--- src/rtl/jrb_regbank_seq_if.sv ---
// jrb_regbank_seq_if
//
// Purpose: groups the internal data-bus signals and the buffered output-port
// handshake of the jrb register bank into one bundle.
//
// Signals:
//   bus_in    DATA_W  value on the data bus this cycle
//   in_sel    SEL_W   write target (0 none, 1..NUM_REGS reg, NUM_REGS+1 out port)
//   out_sel   SEL_W   bus source   (0 none, 1..NUM_REGS reg)
//   bus_out   DATA_W  selected register value, 0 when bus_oe is low
//   bus_oe    1       out_sel selects a register
//   out_data  DATA_W  head of the output port
//   out_valid 1       out_data is valid
//   out_ready 1       consumer accepts out_data
//   out_full  1       output port cannot take a write this cycle
//   out_ovf   1       sticky: a write to the output port was dropped
//
// Modports:
//   master - control unit / consumer side (drives selects, bus_in, out_ready)
//   slave  - the register bank itself
interface jrb_regbank_seq_if #(
  parameter int DATA_W = 8,
  parameter int SEL_W  = 4
);
  logic [DATA_W-1:0] bus_in;
  logic [SEL_W-1:0]  in_sel;
  logic [SEL_W-1:0]  out_sel;
  logic [DATA_W-1:0] bus_out;
  logic              bus_oe;
  logic [DATA_W-1:0] out_data;
  logic              out_valid;
  logic              out_ready;
  logic              out_full;
  logic              out_ovf;

  modport master (
    output bus_in, in_sel, out_sel, out_ready,
    input  bus_out, bus_oe, out_data, out_valid, out_full, out_ovf
  );

  modport slave (
    input  bus_in, in_sel, out_sel, out_ready,
    output bus_out, bus_oe, out_data, out_valid, out_full, out_ovf
  );
endinterface

--- src/rtl/jrb_regbank_seq.sv ---
// jrb_regbank_seq
//
// Purpose: register file, program counter and buffered output port of the
// jrb CPU core. Sits between the control unit and the ALU/jump logic and
// drives the internal data bus.
//
// Optional feature macro: JRB_OUT_FIFO_EN
//   undefined : output port is a single-entry holding register
//   defined   : output port is an OUT_DEPTH-entry circular FIFO
//
// Parameters:
//   DATA_W    register / bus / output port width
//   NUM_REGS  number of general registers (1..14)
//   PC_W      program counter width
//   SEL_W     width of in_sel/out_sel, 2**SEL_W >= NUM_REGS+2
//   OUT_DEPTH output FIFO depth (power of 2, >= 2), FIFO build only
//
// Ports:
//   clk        in   system clock, rising edge
//   reset      in   synchronous active-high reset
//   bus        slave modport of jrb_regbank_seq_if (data bus + output port)
//   reg_b_sel  in   0: reg[1] on reg_b, 1: reg[2] on reg_b (NUM_REGS >= 3)
//   reg_a      out  reg[0], ALU A operand
//   reg_b      out  ALU B operand
//   pc_load    in   load pc_in into the PC (highest priority)
//   pc_in      in   jump target
//   pc_hold    in   freeze the PC
//   pc         out  current program counter
module jrb_regbank_seq #(
  parameter int DATA_W    = 8,
  parameter int NUM_REGS  = 4,
  parameter int PC_W      = 16,
  parameter int SEL_W     = 4,
  parameter int OUT_DEPTH = 4
) (
  input  logic                clk,
  input  logic                reset,
  jrb_regbank_seq_if.slave    bus,
  input  logic                reg_b_sel,
  output logic [DATA_W-1:0]   reg_a,
  output logic [DATA_W-1:0]   reg_b,
  input  logic                pc_load,
  input  logic [PC_W-1:0]     pc_in,
  input  logic                pc_hold,
  output logic [PC_W-1:0]     pc
);

  // Elaboration-time parameter sanity checks.
  if ((2 ** SEL_W) < (NUM_REGS + 2)) begin : g_sel_w_chk
    $error("jrb_regbank_seq: SEL_W too narrow for NUM_REGS+2 codes");
  end
  if ((NUM_REGS < 1) || (NUM_REGS > 14)) begin : g_num_regs_chk
    $error("jrb_regbank_seq: NUM_REGS must be 1..14");
  end
  if ((OUT_DEPTH < 2) || ((OUT_DEPTH & (OUT_DEPTH - 1)) != 0)) begin : g_depth_chk
    $error("jrb_regbank_seq: OUT_DEPTH must be a power of 2, at least 2");
  end

  // ---------------------------------------------------------------------
  // Register file
  // ---------------------------------------------------------------------
  logic [DATA_W-1:0] regs_q [NUM_REGS];
  logic [DATA_W-1:0] regs_d [NUM_REGS];

  // in_sel is decoded against every register index; codes outside
  // 1..NUM_REGS simply match nothing, so at most one register is written.
  always_comb begin
    for (int i = 0; i < NUM_REGS; i++) begin
      regs_d[i] = regs_q[i];
      if (bus.in_sel == SEL_W'(i + 1)) begin
        regs_d[i] = bus.bus_in;
      end
    end
  end

  always_ff @(posedge clk) begin
    if (reset) begin
      for (int i = 0; i < NUM_REGS; i++) begin
        regs_q[i] <= '0;
      end
    end else begin
      for (int i = 0; i < NUM_REGS; i++) begin
        regs_q[i] <= regs_d[i];
      end
    end
  end

  // Read side works from the registered state only, so a same-cycle write
  // to the selected register shows the old value until the next cycle.
  logic [DATA_W-1:0] bus_out_c;
  logic              bus_oe_c;

  always_comb begin
    bus_out_c = '0;
    bus_oe_c  = 1'b0;
    for (int i = 0; i < NUM_REGS; i++) begin
      if (bus.out_sel == SEL_W'(i + 1)) begin
        bus_out_c = regs_q[i];
        bus_oe_c  = 1'b1;
      end
    end
  end

  assign bus.bus_out = bus_out_c;
  assign bus.bus_oe  = bus_oe_c;
  assign reg_a       = regs_q[0];

  if (NUM_REGS >= 3) begin : g_reg_b_mux
    assign reg_b = reg_b_sel ? regs_q[2] : regs_q[1];
  end else if (NUM_REGS == 2) begin : g_reg_b_fixed
    assign reg_b = regs_q[1];
  end else begin : g_reg_b_single
    // Only one register exists; it is the best available B operand.
    assign reg_b = regs_q[0];
  end

  // ---------------------------------------------------------------------
  // Program counter: load > hold > increment (wraps naturally)
  // ---------------------------------------------------------------------
  logic [PC_W-1:0] pc_q;
  logic [PC_W-1:0] pc_d;

  always_comb begin
    if (pc_load) begin
      pc_d = pc_in;
    end else if (pc_hold) begin
      pc_d = pc_q;
    end else begin
      pc_d = pc_q + PC_W'(1);
    end
  end

  always_ff @(posedge clk) begin
    if (reset) begin
      pc_q <= '0;
    end else begin
      pc_q <= pc_d;
    end
  end

  assign pc = pc_q;

  // ---------------------------------------------------------------------
  // Output port
  // ---------------------------------------------------------------------
  logic push_req;
  logic out_ovf_q;
  logic out_ovf_d;

  assign push_req = (bus.in_sel == SEL_W'(NUM_REGS + 1));

  always_ff @(posedge clk) begin
    if (reset) begin
      out_ovf_q <= 1'b0;
    end else begin
      out_ovf_q <= out_ovf_d;
    end
  end

  assign bus.out_ovf = out_ovf_q;

`ifdef JRB_OUT_FIFO_EN
  localparam int AW = $clog2(OUT_DEPTH);

  logic [DATA_W-1:0] mem_q [OUT_DEPTH];
  logic [DATA_W-1:0] mem_d [OUT_DEPTH];
  logic [AW:0]       wptr_q;
  logic [AW:0]       wptr_d;
  logic [AW:0]       rptr_q;
  logic [AW:0]       rptr_d;
  logic [AW:0]       count;
  logic              level_full;
  logic              fifo_empty;
  logic              pop;
  logic              accept;

  // Pointers carry one extra wrap bit so full and empty are distinguishable
  // without a separate counter; their difference is the fill level.
  assign count      = wptr_q - rptr_q;
  assign level_full = (count == (AW + 1)'(OUT_DEPTH));
  assign fifo_empty = (wptr_q == rptr_q);
  assign pop        = !fifo_empty && bus.out_ready;
  // When full, a simultaneous pop frees the slot being written: the write
  // slot then aliases the head slot that leaves on the same edge.
  assign accept     = push_req && (!level_full || pop);

  always_comb begin
    for (int i = 0; i < OUT_DEPTH; i++) begin
      mem_d[i] = mem_q[i];
    end
    if (accept) begin
      mem_d[wptr_q[AW-1:0]] = bus.bus_in;
    end
    wptr_d    = wptr_q + {{AW{1'b0}}, accept};
    rptr_d    = rptr_q + {{AW{1'b0}}, pop};
    out_ovf_d = out_ovf_q || (push_req && !accept);
  end

  always_ff @(posedge clk) begin
    if (reset) begin
      for (int i = 0; i < OUT_DEPTH; i++) begin
        mem_q[i] <= '0;
      end
      wptr_q <= '0;
      rptr_q <= '0;
    end else begin
      for (int i = 0; i < OUT_DEPTH; i++) begin
        mem_q[i] <= mem_d[i];
      end
      wptr_q <= wptr_d;
      rptr_q <= rptr_d;
    end
  end

  assign bus.out_data  = mem_q[rptr_q[AW-1:0]];
  assign bus.out_valid = !fifo_empty;
  assign bus.out_full  = level_full && !bus.out_ready;
`else
  logic [DATA_W-1:0] out_data_q;
  logic [DATA_W-1:0] out_data_d;
  logic              out_valid_q;
  logic              out_valid_d;
  logic              pop;

  assign pop = out_valid_q && bus.out_ready;

  // A write that coincides with a pop replaces the entry and keeps
  // out_valid high; a write while occupied without a pop is dropped.
  always_comb begin
    out_data_d  = out_data_q;
    out_valid_d = out_valid_q;
    out_ovf_d   = out_ovf_q;
    if (pop) begin
      out_valid_d = 1'b0;
    end
    if (push_req) begin
      if (!out_valid_q || pop) begin
        out_data_d  = bus.bus_in;
        out_valid_d = 1'b1;
      end else begin
        out_ovf_d = 1'b1;
      end
    end
  end

  always_ff @(posedge clk) begin
    if (reset) begin
      out_data_q  <= '0;
      out_valid_q <= 1'b0;
    end else begin
      out_data_q  <= out_data_d;
      out_valid_q <= out_valid_d;
    end
  end

  assign bus.out_data  = out_data_q;
  assign bus.out_valid = out_valid_q;
  assign bus.out_full  = out_valid_q && !bus.out_ready;
`endif

endmodule

--- src/flat_wrapper.sv ---
// flat-port wrapper written by rule: the top's interface ports become plain ports
module jrb_regbank_seq_flat 
#(
  parameter int DATA_W    = 8,
  parameter int NUM_REGS  = 4,
  parameter int PC_W      = 16,
  parameter int SEL_W     = 4,
  parameter int OUT_DEPTH = 4
)
  (clk, reset, reg_b_sel, reg_a, reg_b, pc_load, pc_in, pc_hold, pc, bus_bus_in, bus_in_sel, bus_out_sel, bus_out_ready, bus_bus_out, bus_bus_oe, bus_out_data, bus_out_valid, bus_out_full, bus_out_ovf);
  jrb_regbank_seq_if #(.DATA_W(DATA_W), .SEL_W(SEL_W)) bus_i ();
  input  logic clk;
  input  logic reset;
  input  logic reg_b_sel;
  output logic [DATA_W-1:0] reg_a;
  output logic [DATA_W-1:0] reg_b;
  input  logic pc_load;
  input  logic [PC_W-1:0] pc_in;
  input  logic pc_hold;
  output logic [PC_W-1:0] pc;
  input wire logic [$bits(bus_i.bus_in)-1:0] bus_bus_in;
  input wire logic [$bits(bus_i.in_sel)-1:0] bus_in_sel;
  input wire logic [$bits(bus_i.out_sel)-1:0] bus_out_sel;
  input wire logic [$bits(bus_i.out_ready)-1:0] bus_out_ready;
  output wire logic [$bits(bus_i.bus_out)-1:0] bus_bus_out;
  output wire logic [$bits(bus_i.bus_oe)-1:0] bus_bus_oe;
  output wire logic [$bits(bus_i.out_data)-1:0] bus_out_data;
  output wire logic [$bits(bus_i.out_valid)-1:0] bus_out_valid;
  output wire logic [$bits(bus_i.out_full)-1:0] bus_out_full;
  output wire logic [$bits(bus_i.out_ovf)-1:0] bus_out_ovf;
  assign bus_i.bus_in = bus_bus_in;
  assign bus_i.in_sel = bus_in_sel;
  assign bus_i.out_sel = bus_out_sel;
  assign bus_i.out_ready = bus_out_ready;
  assign bus_bus_out = bus_i.bus_out;
  assign bus_bus_oe = bus_i.bus_oe;
  assign bus_out_data = bus_i.out_data;
  assign bus_out_valid = bus_i.out_valid;
  assign bus_out_full = bus_i.out_full;
  assign bus_out_ovf = bus_i.out_ovf;
  jrb_regbank_seq #(.DATA_W(DATA_W), .NUM_REGS(NUM_REGS), .PC_W(PC_W), .SEL_W(SEL_W), .OUT_DEPTH(OUT_DEPTH)) u_core (.clk(clk), .reset(reset), .bus(bus_i), .reg_b_sel(reg_b_sel), .reg_a(reg_a), .reg_b(reg_b), .pc_load(pc_load), .pc_in(pc_in), .pc_hold(pc_hold), .pc(pc));
endmodule
--- config.mk ---
export PLATFORM = sky130hd
export DESIGN_NAME = jrb_regbank_seq_flat
export DESIGN_NICKNAME = d
export VERILOG_FILES = /design/src/rtl/jrb_regbank_seq_if.sv /design/src/rtl/jrb_regbank_seq.sv /design/src/flat_wrapper.sv
export SDC_FILE = /design/constraint.sdc
export NUM_CORES = 1
export LEC_CHECK = 0
export CORE_ASPECT_RATIO = 1.75
export CORE_UTILIZATION = 40
export CTS_CLUSTER_DIAMETER = 80
export DETAILED_ROUTE_END_ITERATION = 8
export GPL_TIMING_DRIVEN = 0
export PLACE_DENSITY = 0.71
export SYNTH_ARGS = -nofsm -noshare
export SYNTH_HDL_FRONTEND = slang
export SYNTH_SLANG_ARGS = --single-unit
--- constraint.sdc ---
create_clock -name clk -period 3.39 [get_ports clk]
set_clock_uncertainty 0.1 [all_clocks]
set_input_delay 0.339 -clock clk [delete_from_list [all_inputs] [get_ports clk]]
set_output_delay 0.339 -clock clk [all_outputs]
set_load 0.1 [all_outputs]
-- Word level (Yosys, flattened, before mapping)
Memory sizes are Yosys's and may differ from the RTL's.
Index checks and enable logic that the tools add are counted.
- memories kept: 1
- bits in registers: 26
- logic and storage cells: 53
- RAM bits: 32
- bitwise gates (word level): 5
- add/sub/neg operators: 1
- muxes and demuxes: 25
- eq/ne operators: 10
- reductions and logical operators: 7
- memory list (memory ; words ; bits a word ; rd ports ; clocked after memory_dff ; wr ports ; line ; RTL):
    u_core.regs_q ; 4 ; 8 ; 4 ; 0 ; 4 ; jrb_regbank_seq.sv:62 ; logic [DATA_W-1:0] regs_q [NUM_REGS];
- operators with widths (cell ; count):
    two-way mux 8 bit ; 13
    two-way mux 16 bit ; 2
    adder 16 x 1 -> 16 bit (second input constant) ; 1
    equality test 4 x 2 -> 1 bit (second input constant) ; 4
    equality test 4 x 3 -> 1 bit (second input constant) ; 3
    two-way mux 1 bit ; 10
    equality test 4 x 1 -> 1 bit (second input constant) ; 2
    bitwise OR 1 bit ; 4
    AND reduction 2 bit ; 2
    logical AND 1 bit ; 2
    logical NOT 1 bit ; 2
    inequality test 2 bit (second input constant) ; 1
    logical OR 1 bit ; 1
    NOT 1 bit ; 1

-- Longest topological paths before layout
Gate-level depths: netlist (run 1).
- depth in word-level cells: 5
- depth in mapped cells: 6
- mapped depth without buffers: 5

-- Worst setup path after synthesis (run 1)
No wires, ideal clock.
- kind: flip-flop to output port
- start: mem u_core.regs_q[0][0]
- end: out bus_bus_out[0]
- setup slack: -0.465 ns
- arrival time: 3.416 ns
- required time: 2.951 ns
- cell stages (with the launch flop): 4
- path through: dfxtp_1 > mux2_2 > a22oi_1 > o21ai_0
- RTL lines (item ; line ; RTL):
    start, declared ; jrb_regbank_seq.sv:62 ;
    end, declared ; flat_wrapper.sv:25 ; output wire logic [$bits(bus_i.bus_out)-1:0] bus_bus_out;

-- Worst setup path after layout (run 1)
- start: in bus_out_sel[0]
- end: out bus_bus_oe
- longest elaborated chain between the ends: 5
- elaborated cells on any way between the ends: 8
- classes of those cells: eq/ne: 4; mux: 4
- RTL lines (item ; line ; RTL):
    start, declared ; flat_wrapper.sv:23 ; input wire logic [$bits(bus_i.out_sel)-1:0] bus_out_sel;
    equality test 4 x 1 -> 1 bit ; jrb_regbank_seq.sv:97 ; if (bus.out_sel == SEL_W'(i + 1)) begin
    two-way mux 1 bit (3 in a row) ; jrb_regbank_seq.sv:97 ;
    two-way mux 1 bit * ; jrb_regbank_seq.sv:97 ;
    end, declared ; flat_wrapper.sv:26 ; output wire logic [$bits(bus_i.bus_oe)-1:0] bus_bus_oe;
Every way passes the cells marked *; elsewhere a longest branch is shown, timed or not.

==> results.md, run 1 <==
- Routed WL per cell: 15.3 um
- Worst setup EP type: primary output
- Initial Util: 0.421
- Synth Area in XOR/XNOR: 0.0443
- Final setup TNS: 0 ps
- Initial antenna violation count: 0
- Post-synthesis register bit count: 58
- CTS tree: yes
- DRT antenna net count: 0
- Worst VDD drop: 0.310 mV
- Die Ht: 112 um
- Synth Warn #: 0
- Post-synth EDFFs: 0
- Asr flop ratio synth: 0
- Syn nets: 373
- Worst Path Required: 2950 ps
- First-pass GRT wire length: 13100 um
- CTS sink count: 58
- Largest net degree at the start of global routing: 11
- Crit-path max cell delay: 1130 ps
- Post-CTS setup buffers: 0
- Num CTS Buffers: 9
- Hold-fix buffers, CTS: 0
- Die W: 64.9 um
- CP startpoint kind: input port
- Run status: finished clean
- Final worst-path cycle share: 0.949
- Simple-gate share of the synthesized area: 0.251
- Gr ovfl total: 0
- Drt via density: 5.24
- Critical path type: input port to primary output
- Avg Cell Area, Syn: 8.29 um^2
- GRT Total Usage: 0.231
- DRC errors left: 0
- Finished Layout Cells: 516
- Reg clk slew, reported paths: 50 ps
- Critical path arrival: 2780 ps
- Synth Area in Compound Gates: 0.141
- Vias in the first global route: 2726
- Clock Latency Late Sink: 320 ps
- Mapped Cells: 334
- Clock Path Buffers: 2
- Pins Over Slew Limit: 0
- Fmax achieved: 311 MHz
- Total leakage power: 1.43 nW
- Layout cell share with drive strength beyond 1: 0.120
- Final Setup Violations: 0
- Final Hold Fails: 0
- Area contributors post-synth: dfxtp_1 (42%), nand2_1 (11%), a21oi_1 (7.0%), mux2_2 (6.5%), xnor2_1 (4.1%)
- Root buf cell: clkbuf_16
- Port Buf Inserts: 84
- Synthesis-to-layout area growth: 42.5%
- Largest family of logic cells by synthesized area: simple AND/OR/NAND/NOR gates
- Gp weighted congestion: 0.807
- Critical path peak fanout: 10
- H-tree levels: 3
- Post-synthesis mux area share: 0.0976
- Number of fill cells in the layout: 610
- Distinct cells, synth: 36
- Diodes inserted: 0
- DRT Wirelength: 7920 um
- RSZ-0062 raised after global routing: no
- IO Count: 90
- DR vias: 2704
- Slew Limit Headroom: 0.332
- Most frequent cell after synthesis: nand2_1
- Detailed-router iteration count before antenna repair: 4
- DRT iter0 DRCs: 110
- Placed insts: 500
- Commonest cells post-synth: nand2_1 (82), dfxtp_1 (58), a21oi_1 (39)
- Power per cell area: 481 nW/um^2
- Area of the die: 7270 um^2
- Post-layout min period: 3220 ps
- Adder-cell area share of the yosys netlist: 0.00452
- Crit-path cells: clkdlybuf4s50_1 -> clkbuf_1 -> nor2_1 -> xor2_1 -> nor2_1 -> clkdlybuf4s50_1
- Synth area leader: dfxtp_1
- Worst slew pin tran: 999 ps
- Share of the synthesized area in the top cell type: 0.419
- Max Cap Viol: 0
- Syn Std Cell Area: 2770 um^2
- Core Area: 6590 um^2
- Post-DP HPWL: 5690 um
- Standard-cell rows: 39
- Seq/Total Area, Yosys: 0.419
- CP max-delay cell: clkdlybuf4s50_1
- Ys flop type: dfxtp_1
- Fin nets: 468
- Worst hold-check path type: input port to register
## stage by stage
step | area, um^2 | utilization | setup slack, ps | total power, W | hold WS, ps
5_1_grt | 3950 | 0.599 | 28.1 | 0.00197 | 250
3_3_place_gp | 3710 | 0.564 | -238 | 0.00109 | 345
2_1_floorplan | 2770 | - | 18.2 | 0.000981 | 337
6_report | 3950 | 0.599 | 173 | 0.00190 | 234
4_1_cts | 3980 | 0.604 | 36.1 | 0.00191 | 228
3_5_place_dp | 3710 | 0.564 | -245 | 0.00110 | 349
## power breakdown
part           internal, W  total [W]  leakage [nW]  switching (W)
Clock             0.000510   0.000818         0.131       0.000308
Sequential        0.000706   0.000732         0.473      0.0000258
Combinational     0.000110   0.000350         0.828       0.000240
## area by class of cell
class	instances	area, um^2	share of cell area
plain buffers	20	104	0.0263
multi-input cells	252	1490	0.378
well taps	82	103	0.0260
inverters	4	15.0	0.00380
clock inverters	5	30.0	0.00761
flip-flops and latches	58	1160	0.294
clock buffers	11	243	0.0615
repair buffers	84	801	0.203
## worst max-delay path: cells and delay by family
kind          cells  cell delay, ps
xor+xnor          1             160
buf+inv           3            2050
simple gates      2             220
## final timing paths
kind	startpoint	to	slack [ps]	cells past startpoint
max	bus_out_sel[0]	bus_bus_oe	170	6
min	reset	u_core.pc[10]$_SDFFE_PP0P_	230	3
max reg2reg	u_core.pc[0]$_SDFFE_PP0P_	u_core.pc[14]$_SDFFE_PP0P_	1580	5
min reg2reg	u_core.regs_q[3][2]$_SDFFE_PP0N_	u_core.regs_q[3][2]$_SDFFE_PP0N_	360	2
## metal layers
layer,global-route usage,vias up,wire [um]
met2,0.417,93,4230
met5,0,-,0
met3,0.0376,15,406
met1,0.257,1255,3110
met4,0.105,0,176
li1,-,1341,-
## flip-flops by register name, indices dropped and copies added, names as in the netlist
name                  flops
u_core.regs_q            32
u_core.pc                16
u_core.bus.out_valid      1
u_core.bus.out_data       8
u_core.bus.out_ovf        1
## cells by family (layout without fill, tap and decap cells)
| logic type | Yosys count | count (layout) |
|---|---|---|
| fa+ha+maj | 1 | 1 |
| flops | 58 | 58 |
| buf+inv | 24 | 124 |
| mux | 25 | 25 |
| compound gates | 68 | 68 |
| simple gates | 144 | 144 |
| xor+xnor | 14 | 14 |
## what timing repair did
item / in CTS / in global routing
endpoints found under the setup margin: 8 / 8
hold endpoints to repair: 0 / 0
resized for setup: 8 / 16
gates cloned: 0 / 0
## layout by cell type (no fill, tap or decap), types with 3 or more instances in the layout
cell / Yosys / final
a22oi_1: 8 / 8
nand2b_1: 3 / 3
mux2_2: 16 / 16
clkinv_2: 0 / 3
dfxtp_1: 58 / 58
mux2i_1: 9 / 9
a21oi_1: 39 / 39
nand3b_1: 4 / 4
buf_6: 3 / 3
clkbuf_1: 12 / 13
nor2_1: 26 / 26
nand3_1: 4 / 4
o21ai_1: 0 / 8
a211oi_1: 7 / 7
xnor2_1: 13 / 13
clkbuf_16: 0 / 9
nor4_1: 6 / 6
inv_1: 4 / 4
clkbuf_2: 0 / 8
or3_1: 3 / 3
nor3_1: 3 / 3
nand2_1: 82 / 82
nor4b_2: 3 / 3
clkdlybuf4s50_1: 0 / 76
Note: power is estimated with default switching activity, not from simulation.
==> run 2, diff against run 1 <==
--- a/config.mk
+++ b/config.mk
@@ -11,6 +11,7 @@
 export DETAILED_ROUTE_END_ITERATION = 8
 export GPL_TIMING_DRIVEN = 0
 export PLACE_DENSITY = 0.71
+export REMOVE_ABC_BUFFERS = 1
 export SYNTH_ARGS = -nofsm -noshare
 export SYNTH_HDL_FRONTEND = slang
 export SYNTH_SLANG_ARGS = --single-unit
==> results.md, run 2 (synthesis results as in run 1) <==
- Worst VDD drop: 0.272 mV (-12%)
- Layout cell share with drive strength beyond 1: 0.103 (-0.0167)
- Final Setup Violations: 0 (unchanged)
- Gate power share: 0.184 (about the same)
- Most common cell after layout, fill and taps aside: nand2_1
- IO Count: 90 (unchanged)
- CP startpoint kind: input port
- Psw: 0.000537 W (-6.4%)
- DRT Wirelength: 7380 um (-6.8%)
- Die Ht: 112 um (unchanged)
- CP max-delay cell: clkdlybuf4s15_1
- Pint: 0.00134 W (+0.79%)
- Reg clk slew, reported paths: 50 ps (about the same)
- Initial antenna violation count: 0 (unchanged)
- Tot Pwr: 0.00187 W (-1.4%)
- DRT iter0 DRCs: 131 (+19%)
- RSZ-0062 raised after global routing: yes
- DRT antenna net count: 0 (unchanged)
- Post-DP HPWL: 5370 um (-5.6%)
- Pins Over Slew Limit: 0 (unchanged)
- CTS sink count: 58 (unchanged)
- Crit path max-delay family: buffers and inverters
- Worst setup EP type: primary output
- Crit-path max cell delay: 850 ps (-280 ps)
- Die W: 64.9 um (unchanged)
- Final setup TNS: 0 ps (unchanged)
- Crit-path cells: clkdlybuf4s50_1 -> nor2b_1 -> a22oi_1 -> o21ai_0 -> clkdlybuf4s15_1
- Worst hold-check path type: input port to register
- Most frequent cells in the layout: nand2_1 (82), clkdlybuf4s50_1 (80), dfxtp_1 (58)
- Clock Path Buffers: 2 (unchanged)
- Root buf cell: clkbuf_16
- Num CTS Buffers: 9 (unchanged)
- Vias in the first global route: 2550 (-6.5%)
- Clock Latency Late Sink: 320 ps (about the same)
- Critical path arrival: 2930 ps (+150 ps)
- Standard-cell rows: 39 (unchanged)
- First-pass GRT wire length: 12100 um (-7.0%)
- Slew Limit Headroom: 0.332 (about the same)
- GRT Total Usage: 0.220 (-0.0116)
- Register with the highest flop count: u_core.regs_q
- Finished Layout Cells: 499 (-3.3%)
- Critical path peak fanout: 11 (+1)
- Run status: finished clean
- Core Area: 6590 um^2 (unchanged)
- Seq pwr share: 0.391 (+0.006)
- Largest register FFs: 32 (unchanged)
- Diodes inserted: 0 (unchanged)
- Hold-fix buffers, CTS: 0 (unchanged)
- Fmax achieved: 297 MHz (-4.5%)
- Clock power frac: 0.424 (-0.006)
- Placed insts: 486 (-2.8%)
- Total leakage power: 1.41 nW (-1.4%)
- H-tree levels: 3 (unchanged)
- Initial Util: 0.421 (unchanged)
- Final worst-path cycle share: 0.994 (+0.0451)
- Switching share of power: 0.287 (-0.0154)
- Post-layout util: 0.594 (-0.00513)
- WHS: 269 ps (+34.7 ps)
- Port Buf Inserts: 89 (+6.0%)
- CTS tree: yes
- Largest net degree at the start of global routing: 47 (+36)
- Gp weighted congestion: 0.816 (+1.2%)
- Worst slew pin tran: 998 ps (-0.310 ps)
- Max Cap Viol: 0 (unchanged)
- Final Hold Fails: 0 (unchanged)
- Post-layout min period: 3370 ps (+153 ps)
- Routed WL per cell: 14.8 um (-3.7%)
- Area of the die: 7270 um^2 (unchanged)
- Synthesis-to-layout area growth: 41.2%
- Critical path type: input port to primary output
- DR vias: 2608 (-3.6%)
- Power per cell area: 479 nW/um^2 (-0.54%)
- Drt via density: 5.23 (-0.26%)
- Detailed-router iteration count before antenna repair: 6 (+2)
- Gr ovfl total: 0 (unchanged)
- WP buf/inv: 2 (-1)
- Worst Path Required: 2950 ps (about the same)
- Fin nets: 454 (-3.0%)
- DRC errors left: 0 (unchanged)
run 2: final timing paths:
path | from | endpoint | slack (ps) | cells past startpoint
hold / removal | reset | u_core.bus.out_data[0]$_SDFFE_PP0P_ | 270 | 2
hold reg to reg | u_core.regs_q[3][1]$_SDFFE_PP0N_ | u_core.regs_q[3][1]$_SDFFE_PP0N_ | 360 | 2
setup reg to reg | u_core.pc[0]$_SDFFE_PP0P_ | u_core.pc[14]$_SDFFE_PP0P_ | 1610 | 5
setup / recovery | bus_out_sel[1] | bus_bus_out[4] | 20 | 5
run 2: metrics by stage:
step	worst slack, ps	cell area [um^2]
global placement	-384	3660
detailed placement	-365	3670
floorplan	-467	2670
global route	-235	3910
CTS	3.82	3930
finish	20.5	3910
run 2: timing repair:
| action | 4_1_cts | 5_1_grt |
|---|---|---|
| buffers inserted | 0 | 0 |
| setup endpoints to repair | 8 | 6 |
| resized for setup | 17 | 13 |
| pin swaps | 0 | 0 |
run 2: layer usage:
layer,track usage,vias to the layer above,share of wire
li1,-,1307,-
met1,0.226,1202,0.38
met2,0.397,89,0.54
met3,0.0722,10,0.059
met4,0.0859,0,0.019
met5,0,-,0
run 2: cell type report:
class / instances / area (um^2)
multi-input combinational: 252 / 1490
fill: 648 / 2680
clock buffer: 13 / 260
tap: 82 / 103
timing repair buffer: 90 / 883
inverter: 4 / 15.0
sequential: 58 / 1160
run 2: power by group through the flow:
| stage | clock network, W | registers (W) | logic (W) |
|---|---|---|---|
| after floorplan | 0 | 0.000862 | 0.0000954 |
| after global placement | 0 | 0.000744 | 0.000342 |
| after detailed placement | 0 | 0.000745 | 0.000346 |
| after CTS | 0.000814 | 0.000733 | 0.000347 |
| after global routing | 0.000843 | 0.000735 | 0.000364 |
| final | 0.000795 | 0.000733 | 0.000345 |
